===== src/rtl/if_prefetch_buf.sv =====
// if_prefetch_buf: instruction prefetch queue between instruction memory and IF/ID.
// Fetches sequential words ahead of the pipeline over a level req/ack port into a
// small FIFO. It presents the head entry (instruction, PC, PC+4) combinationally.
// A redirect flushes the queue and restarts fetch at the new address. An in-flight
// request is carried to completion and its data is dropped.
// Optional build macro IF_PERF_CNT_EN adds perf_bubble_cnt and perf_redirect_cnt.
module if_prefetch_buf #(
  parameter int unsigned DEPTH    = 4,
  parameter logic [31:0] RESET_PC = 32'h0000_3000
) (
  input  logic        clk,
  input  logic        rst,
  input  logic        redirect,
  input  logic [31:0] redirect_pc,
  input  logic        if_ready,
  output logic        if_valid,
  output logic [31:0] if_ins,
  output logic [31:0] if_pc,
  output logic [31:0] if_pc_plus_4,
  output logic        imem_req,
  output logic [9:0]  imem_addr,
  input  logic        imem_ack,
  input  logic [31:0] imem_rdata
`ifdef IF_PERF_CNT_EN
  ,
  output logic [31:0] perf_bubble_cnt,
  output logic [31:0] perf_redirect_cnt
`endif
);

  localparam int unsigned PTR_W = $clog2(DEPTH);
  localparam int unsigned CNT_W = $clog2(DEPTH + 1);
  localparam logic [CNT_W-1:0] DEPTH_C = CNT_W'(DEPTH);

  typedef enum logic [1:0] {
    IDLE = 2'd0,
    BUSY = 2'd1,
    DROP = 2'd2
  } state_t;

  state_t           state;
  state_t           state_next;
  logic [PTR_W-1:0] rd_ptr;
  logic [PTR_W-1:0] wr_ptr;
  logic [CNT_W-1:0] count;
  logic [CNT_W-1:0] count_after;
  logic [31:0]      ins_mem [DEPTH];
  logic [31:0]      pc_mem  [DEPTH];
  logic [31:0]      fetch_pc;
  logic [9:0]       drop_addr;
  logic             push;
  logic             pop;

  // Head entry and memory port are pure decodes of the registered state. While a
  // dropped transaction completes, the old word address stays on the bus.
  assign if_valid     = (count != '0);
  assign if_ins       = ins_mem[rd_ptr];
  assign if_pc        = pc_mem[rd_ptr];
  assign if_pc_plus_4 = pc_mem[rd_ptr] + 32'd4;
  assign imem_req     = (state != IDLE);
  assign imem_addr    = (state == DROP) ? drop_addr : fetch_pc[11:2];

  // Next-state logic: redirect wins. A request is only issued while room remains, so
  // count+push never exceeds DEPTH.
  always_comb begin
    pop         = if_valid & if_ready & ~redirect;
    push        = (state == BUSY) & imem_ack & ~redirect;
    count_after = count + CNT_W'(push) - CNT_W'(pop);
    state_next  = state;
    case (state)
      IDLE: begin
        if (!redirect && (count < DEPTH_C)) state_next = BUSY;
      end
      BUSY: begin
        if (redirect)      state_next = imem_ack ? IDLE : DROP;
        else if (imem_ack) state_next = (count_after < DEPTH_C) ? BUSY : IDLE;
      end
      DROP: begin
        if (imem_ack) state_next = IDLE;
      end
      default: state_next = IDLE;
    endcase
  end

  // FSM state register.
  always_ff @(posedge clk) begin
    if (rst) state <= IDLE;
    else     state <= state_next;
  end

  // FIFO storage, pointers and occupancy; redirect empties the queue.
  always_ff @(posedge clk) begin
    if (rst) begin
      rd_ptr <= '0;
      wr_ptr <= '0;
      count  <= '0;
      for (int i = 0; i < DEPTH; i++) begin
        ins_mem[i] <= '0;
        pc_mem[i]  <= '0;
      end
    end else if (redirect) begin
      rd_ptr <= '0;
      wr_ptr <= '0;
      count  <= '0;
    end else begin
      if (push) begin
        ins_mem[wr_ptr] <= imem_rdata;
        pc_mem[wr_ptr]  <= fetch_pc;
        wr_ptr          <= wr_ptr + PTR_W'(1);
      end
      if (pop) rd_ptr <= rd_ptr + PTR_W'(1);
      count <= count_after;
    end
  end

  // Fetch address: reload on redirect, advance only when a word is accepted.
  always_ff @(posedge clk) begin
    if (rst)           fetch_pc <= RESET_PC;
    else if (redirect) fetch_pc <= redirect_pc & 32'hFFFF_FFFC;
    else if (push)     fetch_pc <= fetch_pc + 32'd4;
  end

  // Capture the in-flight word address when a pending request becomes a drop.
  always_ff @(posedge clk) begin
    if (rst)                                         drop_addr <= '0;
    else if ((state == BUSY) && redirect && !imem_ack) drop_addr <= fetch_pc[11:2];
  end

`ifdef IF_PERF_CNT_EN
  // Performance counters: starved-consumer cycles and redirect cycles, free-running.
  always_ff @(posedge clk) begin
    if (rst) begin
      perf_bubble_cnt   <= '0;
      perf_redirect_cnt <= '0;
    end else begin
      if (!if_valid && if_ready) perf_bubble_cnt <= perf_bubble_cnt + 32'd1;
      if (redirect)              perf_redirect_cnt <= perf_redirect_cnt + 32'd1;
    end
  end
`endif

endmodule


===== config.mk =====
export PLATFORM = sky130hd
export DESIGN_NAME = if_prefetch_buf
export DESIGN_NICKNAME = d
export VERILOG_FILES = /design/src/rtl/if_prefetch_buf.sv
export SDC_FILE = /design/constraint.sdc
export NUM_CORES = 1
export LEC_CHECK = 0
export CORE_MARGIN = 2
export CORE_UTILIZATION = 60
export DETAILED_ROUTE_END_ITERATION = 6
export PLACE_DENSITY = 0.88
export RECOVER_POWER = 25
export SYNTH_ARGS = -nofsm -noshare
export SYNTH_HDL_FRONTEND = slang
export SYNTH_SLANG_ARGS = --single-unit

===== constraint.sdc =====
create_clock -name clk -period 10.9 [get_ports clk]
set_input_delay 1.635 -clock clk [delete_from_list [all_inputs] [get_ports clk]]
set_output_delay 1.635 -clock clk [all_outputs]
set_load 0.02 [all_outputs]

==> out/metrics.yaml, run 1 <==
cp_max_fo: 40
detail-route-antenna-nets: 0
worst_slack_ns: 4.93
ys_seq_area_share_pct: 61.2
io_pins: 177
ys.flop_type: "edfxtp_1"
gp_congestion: 0.844
antenna_found_initial: 0
route.detailed.drc: 0
wl_microns: 32900
pre_cts_ws_ns: 5.45
status: "finished with violations"
crit_type: "reg -> out"
numCtsBuffers: 29
cts_resized: 0
portBuffers: 170
final_area_sq_mm: 0.0166
timing.slew.headroom_pct: -125
ys_types: 58
placed_cell_area_sq_mm: 0.0156
slew_viol_final: 115
ys.warnings.count: 0
grt-busiest-layer: "met2"
grt_max_degree: 64
period_share_pct: 54.8
async_flop_share_pct: 0
finClkSkew_ns: 0.0225
start_util_pct: 61.1
multi_input_area_sq_mm: 0.00473
syn2layout_area_growth_pct: 19.7
drive_gt1_share_pct: 11.3
nets: 1287
cp-start-kind: "register"
ys_seq_elements: 299
syn-cell-area_sq_mm: 0.0138
fin_util_pct: 73.1
clk_latency_ns: 0.54
finalHoldViolCount: 0
cts_setup_buffers: 0
layout.cells.non_filler: 1521
grt_pass1_wl_microns: 50800
ir_drop_mv: 0.115
use_met3_pct: 4.06
worstPathRequired_ns: 9.27
grt_usage_pct: 27.3
worst-slew-pin-transition_ns: 3.37
fill_cells: 1326
vias: 9147
p_leak_nw: 6.12
synth_edf_count: 248
fmax_mhz: 168
cp-end-kind: "primary output"
arrival_ns: 4.33
post-route-min-period_ns: 5.97
yosys.area.top_type: "edfxtp_1"
cap_violations: 2
via_per_inst: 6.01
cts_tree: "yes"
path_clk_slew_ns: 0.06
cts_max_path_buffers: 3
synth.top_cell.area_share_pct: 53.8
htree_levels: 1
cts_root_buf: "clkbuf_16"
place_inst: 1467
syn_avg_cell_area_sq_um: 12.9
finalSetupViolCount: 0
synthTopCellsByArea: "edfxtp_1 54%, mux4_2 7.7%, dfxtp_1 7.4%, nor2_1 4.6%, nand2_1 2.9%"
power-per-cell-area_mw_per_mm2: 150
synthCells: 1069
report.power.total_mw: 2.49
grt.met1_usage_pct: 37.1
grt_pass1_vias: 9092
rsz0062_at_grt: "no"
cts_sinks: 299
rows: 55
grtUsageMet2_pct: 46.0
seqCellArea_sq_mm: 0.00847
first_pass_iters: 5
core-area_sq_mm: 0.0226
fin_hold_ws_ns: 0.455
hold_class: "reg -> reg"
drt-wirelength-per-cell_microns: 21.6
fp.dieH_microns: 156
overflow: 0
violations: "capacitance limit, slew limit"
postCtsHoldBufs: 0
die-area_sq_mm: 0.0243
drt-initial-drc-count: 861
dieWidth_microns: 156
dp_hpwl_microns: 18800
fin_setup_tns_ns: 0
layout make-up:
type	count	share of cell area, %
Timing Repair Buffer	181	10.7
Multi-Input combinational cell	629	28.6
Clock buffer	38	4.77
Clock inverter	15	0.937
Sequential cell	299	51.2
Tap cell	285	2.15
Inverter	73	1.65
Antenna cell	1	0.0151
final timing paths:
kind	start	end	slack [ns]	depth (start not counted)
setup / recovery	register	if_pc_plus_4[29]	4.93	7
hold / removal	drop_addr[7]	drop_addr[7]	0.46	2
hold reg to reg	drop_addr[7]	drop_addr[7]	0.46	2
setup reg to reg	state[1]	pc_mem[2][6]	6.39	5
state kept, by name (all words and copies together), names as in the netlist, named ones only:
| name | count |
|---|---|
| state | 2 |
| wr_ptr | 2 |
| rd_ptr | 2 |
| count | 3 |
| fetch_pc | 30 |
| pc_mem | 120 |
| ins_mem | 128 |
| drop_addr | 10 |
cell usage in the layout (no fill, tap or decap), drive strengths merged, types with 40 or more instances in the layout:
| cell type | synthesis | routed |
|---|---|---|
| dfxtp | 51 | 51 |
| mux4 | 62 | 62 |
| nand2 | 107 | 107 |
| clkbuf | 47 | 40 |
| inv | 73 | 74 |
| clkdlybuf4s50 | 0 | 168 |
| edfxtp | 248 | 248 |
| xnor2 | 42 | 42 |
| and2 | 64 | 64 |
| nor2 | 171 | 171 |
worst max-delay path: stages, from the launching register on:
cell	delay [ns]
dfxtp_4	0.64
buf_4	0.71
mux4_1	0.54
nand4_4	0.17
nor2_2	0.59
nand4_1	0.20
xnor2_1	0.26
clkdlybuf4s50_1	0.65
synthesized netlist by cell type (9+ instances only):
cell type / instances
nor2_1: 169
mux4_2: 47
dfxtp_1: 51
and2_1: 64
xor2_1: 19
and3_1: 11
inv_1: 73
mux4_1: 15
a211oi_1: 20
xnor2_1: 42
nand2_1: 107
buf_2: 9
clkbuf_1: 43
nand3_1: 14
mux2_2: 10
nand4_1: 24
a21oi_1: 15
edfxtp_1: 248
metal layers:
metal / vias to the layer above / wire length, microns
met2: 467 / 16600
met5: - / 0
met4: 0 / 1100
li1: 4081 / -
met3: 75 / 2720
met1: 4524 / 12500
cells by family (layout without fill, tap and decap cells):
kind of cell             Yosys count  count (layout)  synth area share (%)
adder cells (fa/ha/maj)            5               5                 0.507
AND/OR/NAND/NOR                  437             437                  15.7
buffers and inverters            144             307                  4.82
AO/OA/AOI/OAI                     47              47                  2.36
multiplexers                      75              75                  11.5
other                              1               5                0.0271
XOR/XNOR                          61              61                  3.86
flip-flops                       299             299                  61.2
power by group:
part | total, mW | leakage (nW) | internal (mW) | switching (mW)
combinational | 0.187 | 2.67 | 0.0853 | 0.102
sequential | 1.31 | 2.99 | 1.28 | 0.0293
clock | 0.995 | 0.470 | 0.580 | 0.415
total | 2.49 | 6.12 | 1.94 | 0.546
No activity file was read; power rests on OpenSTA's default activity.
==> run 2: changes to the inputs <==
--- a/config.mk
+++ b/config.mk
@@ -6,9 +6,9 @@
 export NUM_CORES = 1
 export LEC_CHECK = 0
 export CORE_MARGIN = 2
-export CORE_UTILIZATION = 60
+export CORE_UTILIZATION = 56
 export DETAILED_ROUTE_END_ITERATION = 6
-export PLACE_DENSITY = 0.88
+export PLACE_DENSITY = 0.83
 export RECOVER_POWER = 25
 export SYNTH_ARGS = -nofsm -noshare
 export SYNTH_HDL_FRONTEND = slang
==> constraint.sdc (replaced) <==
create_clock -name clk -period 5.9 [get_ports clk]
set_input_delay 0.885 -clock clk [delete_from_list [all_inputs] [get_ports clk]]
set_output_delay 0.885 -clock clk [all_outputs]
set_load 0.02 [all_outputs]
==> out/metrics.yaml, run 2 (synthesized netlist as in run 1, its figures left out) <==
first_pass_iters: 5  # unchanged
nets: 1289  # +0.16%
vias: 8952  # -2.1%
overflow: 0  # unchanged
rows: 57  # +3.6%
fp.dieH_microns: 161  # +3.4%
ir_drop_mv: 0.220  # +91%
grt_max_degree: 64  # unchanged
worst-slew-pin-transition_ns: 3.40  # +0.0283 ns
drt-initial-drc-count: 794  # -7.8%
top_register: "ins_mem"
route.detailed.drc: 0  # unchanged
gp_congestion: 0.785  # -7.0%
layout_common_cells: "248 x edfxtp_1, 169 x nor2_1, 168 x clkdlybuf4s50_1"
die-area_sq_mm: 0.0260  # +7.0%
grt-busiest-layer: "met2"
portBuffers: 170  # unchanged
finalSetupViolCount: 0  # unchanged
rsz0062_at_grt: "no"
clk_latency_ns: 0.55  # about the same
post-route-min-period_ns: 5.00
dp_hpwl_microns: 19100  # +1.4%
timing.slew.headroom_pct: -126  # -1.9 points
period_share_pct: 84.8
finClkSkew_ns: 0.0125  # -0.00996 ns
cp-end-kind: "register"
cts_resized: 0  # unchanged
clock_power_share_pct: 39.5  # -0.5 points
combinationalPowerShare_pct: 7.6  # about the same
cts_root_buf: "clkbuf_16"
diodes: 0  # -1
start_util_pct: 57.0  # -4.1 points
numCtsBuffers: 29  # unchanged
power-per-cell-area_mw_per_mm2: 275  # +83%
grt_pass1_wl_microns: 48900  # -3.8%
intPower_mw: 3.55  # +83%
grt_usage_pct: 24.2  # -3.0 points
drt-wirelength-per-cell_microns: 20.0  # -7.6%
via_per_inst: 5.73  # -4.6%
violations: "capacitance limit, slew limit"
slew_viol_final: 133  # +16%
io_pins: 177  # unchanged
cts_sinks: 299  # unchanged
p_seq_share_pct: 53.0  # +0.5 points
postCtsHoldBufs: 0  # unchanged
status: "finished with violations"
cp_max_fo: 62  # +55%
crit_type: "in -> reg"
cp-start-kind: "primary input"
drive_gt1_share_pct: 10.8  # -0.50 points
p_sw_mw: 0.997  # +83%
path_clk_slew_ns: 0.06  # about the same
detail-route-antenna-nets: 0  # unchanged
cts_setup_buffers: 0  # unchanged
syn2layout_area_growth_pct: 19.9
worst_slack_ns: 0.899  # -4.03 ns
grt.met1_usage_pct: 32.8  # -4.3 points
top_regs: "ins_mem x128, pc_mem x120, fetch_pc x30"
largest_reg_flops: 128  # unchanged
antenna_found_initial: 0  # unchanged
cts_tree: "yes"
cap_violations: 3  # +1
fin_setup_tns_ns: 0  # unchanged
mostFrequentLayoutCell: "edfxtp_1"
grt_pass1_vias: 9198  # +1.2%
hold_class: "reg -> reg"
use_met3_pct: 3.75  # -0.31 points
htree_levels: 1  # unchanged
cts_max_path_buffers: 3  # unchanged
worstPathRequired_ns: 6.28  # -2.99 ns
p_sw_share_pct: 21.9  # -0.025 points
arrival_ns: 5.38  # +1.05 ns
core-area_sq_mm: 0.0242  # +7.1%
grtUsageMet2_pct: 41.1  # -4.9 points
finalHoldViolCount: 0  # unchanged
fmax_mhz: 200
wl_microns: 31200  # -5.1%
p_leak_nw: 6.11  # -0.28%
dieWidth_microns: 161  # +3.4%
pre_cts_ws_ns: 1.72  # -3.73 ns
-- run 2: path summary, 6_finish.rpt --
path              slack [ns]             to  cells past startpoint    startpoint
hold reg to reg         0.46   drop_addr[7]                      2  drop_addr[7]
hold / removal          0.46   drop_addr[7]                      2  drop_addr[7]
setup / recovery        0.90  pc_mem[2][28]                      6      imem_ack
setup reg to reg        1.48  pc_mem[2][28]                      5      state[1]
-- run 2: power by group through the flow --
| stage | registers (mW) | logic [mW] | clock network, mW |
|---|---|---|---|
| 4_1_cts | 2.41 | 0.348 | 1.81 |
| 3_3_place_gp | 2.45 | 0.343 | 0 |
| 3_5_place_dp | 2.45 | 0.346 | 0 |
| 5_1_grt | 2.42 | 0.365 | 1.89 |
| 6_report | 2.41 | 0.344 | 1.80 |
| 2_1_floorplan | 2.43 | 0.192 | 0 |
-- run 2: final cells by class --
cell class	instances	area, sq um
Sequential cell	299	8470
Multi-Input combinational cell	629	4720
Inverter	73	274
Fill cell	1669	7670
Clock inverter	13	111
Clock buffer	40	807
Tap cell	324	405
Timing Repair Buffer	183	1790
-- run 2: metal layers --
layer  wire (microns)  vias up  part of all wire, %
li1                 -     4091                    -
met1            12500     4381                   40
met2            15500      436                   50
met3             2620       44                  8.4
met4              558        0                  1.8
met5                0        -                    0
-- run 2: per-stage QoR --
stage	std cells	cell area, sq um	util [%]	total power, mW	hold WS [ns]
6_report	1561	16600	68.4	4.55	0.456
5_1_grt	1561	16600	68.4	4.68	0.478
4_1_cts	1561	16600	68.6	4.56	0.457
3_5_place_dp	1508	15700	64.8	2.80	0.448
3_3_place_gp	1508	15700	64.8	2.79	0.440
2_1_floorplan	1072	13800	-	2.62	0.434
-- run 2: critical path: stages --
cell	delay, ns
dlygate4sd3_1	0.67
nand3b_1	0.42
nor3_1	0.27
clkbuf_1	2.42
nand2_1	0.46
nor2_1	0.24
==> run 3: changes to the inputs <==
--- a/config.mk
+++ b/config.mk
@@ -6,9 +6,9 @@
 export NUM_CORES = 1
 export LEC_CHECK = 0
 export CORE_MARGIN = 2
-export CORE_UTILIZATION = 56
+export CORE_UTILIZATION = 50
 export DETAILED_ROUTE_END_ITERATION = 6
-export PLACE_DENSITY = 0.83
+export PLACE_DENSITY = 0.78
 export RECOVER_POWER = 25
 export SYNTH_ARGS = -nofsm -noshare
 export SYNTH_HDL_FRONTEND = slang
==> constraint.sdc (replaced) <==
create_clock -name clk -period 4.45 [get_ports clk]
set_input_delay 0.6675 -clock clk [delete_from_list [all_inputs] [get_ports clk]]
set_output_delay 0.6675 -clock clk [all_outputs]
set_load 0.02 [all_outputs]
==> out/metrics.yaml, run 3 (synthesized netlist as in run 1, its figures left out) <==
status: "finished with violations"
violations: "capacitance limit, slew limit"
period_share_pct: 94.2
crit_path_cell_trace: "mux4_1, ha_1, nand2_1, nor2_4, nand4_1, xnor2_1, clkdlybuf4s50_1"
nets: 1296  # +0.54%
worstReg2RegStart: "state[1]"
finClkSkew_ns: 0.0150  # +0.00251 ns
dp_hpwl_microns: 19400  # +1.7%
drive_gt1_share_pct: 11.9  # +1.1 points
numCtsBuffers: 30  # +3.4%
slew_viol_final: 111  # -17%
drt-initial-drc-count: 1058  # +33%
cp_max_fo: 32  # -48%
largest_reg_flops: 128  # unchanged
finalSetupViolCount: 0  # unchanged
slowest_stage: "dfxtp_4"
p_leak_nw: 6.21  # +1.6%
fmax_mhz: 239
layout_common_cells: "248 x edfxtp_1, 169 x nor2_1, 169 x clkdlybuf4s50_1"
overflow: 0  # unchanged
post-route-min-period_ns: 4.19
mostFrequentLayoutCell: "edfxtp_1"
timing.slew.headroom_pct: -41.0  # +85 points
core-area_sq_mm: 0.0270  # +11%
cts_tree: "yes"
path_clk_slew_ns: 0.06  # about the same
cts_sinks: 299  # unchanged
top_register: "ins_mem"
grt_pass1_vias: 9143  # -0.60%
detail-route-antenna-nets: 0  # unchanged
start_util_pct: 51.2  # -5.9 points
grt_usage_pct: 21.6  # -2.6 points
crit_type: "reg -> out"
worst-slew-pin-transition_ns: 2.11  # -1.28 ns
arrival_ns: 3.52  # -1.86 ns
syn2layout_area_growth_pct: 21.3
vias: 8901  # -0.57%
cp-end-kind: "primary output"
cts_root_buf: "clkbuf_16"
finalHoldViolCount: 0  # unchanged
via_per_inst: 5.61  # -2.2%
ir_drop_mv: 0.257  # +17%
die-area_sq_mm: 0.0290  # +12%
grt_max_degree: 63  # -1.6%
diodes: 0  # unchanged
r2r_end: "ins_mem[0][12]"
placed_cell_area_sq_mm: 0.0158  # +0.74%
fp.dieH_microns: 170  # +5.7%
wl_microns: 31200  # +0.11%
cts_setup_buffers: 0  # unchanged
dieWidth_microns: 170  # +5.7%
worstPathRequired_ns: 3.78  # -2.50 ns
clk_latency_ns: 0.55  # about the same
rrSetupSlack_ns: 1.64  # +0.16 ns
cts_resized: 0  # unchanged
drt-wirelength-per-cell_microns: 19.7  # -1.5%
critical_path.max_stage_delay_ns: 0.75  # -1.67 ns
final_area_sq_mm: 0.0168  # +1.2%
cap_violations: 2  # -1
gp_congestion: 0.798  # +1.7%
power-per-cell-area_mw_per_mm2: 365  # +33%
report.power.total_mw: 6.12  # +34%
postCtsHoldBufs: 0  # unchanged
htree_levels: 1  # unchanged
r2r.worst_path.cells: 5  # unchanged
io_pins: 177  # unchanged
rsz0062_at_grt: "no"
top_regs: "ins_mem x128, pc_mem x120, fetch_pc x30"
grt_pass1_wl_microns: 48200  # -1.5%
first_pass_iters: 5  # unchanged
fin_hold_ws_ns: 0.453  # -0.00324 ns
route.detailed.drc: 0  # unchanged
rows: 60  # +5.3%
cp-start-kind: "register"
crit_end: "if_pc_plus_4[18]"
hold_class: "reg -> reg"
portBuffers: 170  # unchanged
cts_max_path_buffers: 3  # unchanged
pre_cts_ws_ns: 0.685  # -1.03 ns
antenna_found_initial: 0  # unchanged
worst_slack_ns: 0.260  # -0.639 ns
[run 3: changes by cell type in the layout (fill, tap and decap cells not counted), sizes merged]
cell and delta:
buf +6, clkinv +3, clkbuf -1, clkdlybuf4s50 +1, clkinvlp +1, dlygate4sd3 -1
[run 3: critical path: cells and delay by family, from the launching register on]
kind,cells,cell delay (ns)
DFF,1,0.75
muxes,1,0.73
buffers and inverters,1,0.63
and+or+nand+nor,3,0.46
adders and majority gates,1,0.29
xor gates and xnor gates,1,0.13
[run 3: per-layer routing]
metal	up-vias	global-route usage, %	share of wire (%)
li1	4111	-	-
met1	4360	28.7	41
met2	369	36.7	49
met3	61	3.09	7.2
met4	0	7.43	2.7
met5	-	0	0
[run 3: final cells by class]
class / instances / area [sq um]
multi-input combinational: 629 / 4740
sequential: 299 / 8470
clock buffer: 39 / 836
fill: 2005 / 10300
timing repair buffer: 189 / 1890
inverter: 73 / 274
tap: 341 / 427
clock inverter: 17 / 138
[run 3: how the worst min path moves through the flow]
stage	start	end	slack, ns	cells past startpoint
6_report	drop_addr[1]	drop_addr[1]	0.45	2
5_1_grt	drop_addr[7]	drop_addr[7]	0.47	2
4_1_cts	drop_addr[5]	drop_addr[5]	0.46	2
3_5_place_dp	drop_addr[1]	drop_addr[1]	0.45	2
3_3_place_gp	drop_addr[4]	drop_addr[4]	0.44	2
2_1_floorplan	drop_addr[0]	drop_addr[0]	0.43	2
[run 3: power by group]
part	internal, mW	switching, mW
clock	1.44	1.02
sequential	3.13	0.0677
combinational	0.216	0.249
[run 3: through the flow]
step,TNS [ns],util (%),instances
floorplan,-7.60,-,1072
global placement,0,58.5,1531
detailed placement,0,58.5,1531
CTS,0,62.1,1587
global route,0,62.1,1587
finish,0,62.1,1587
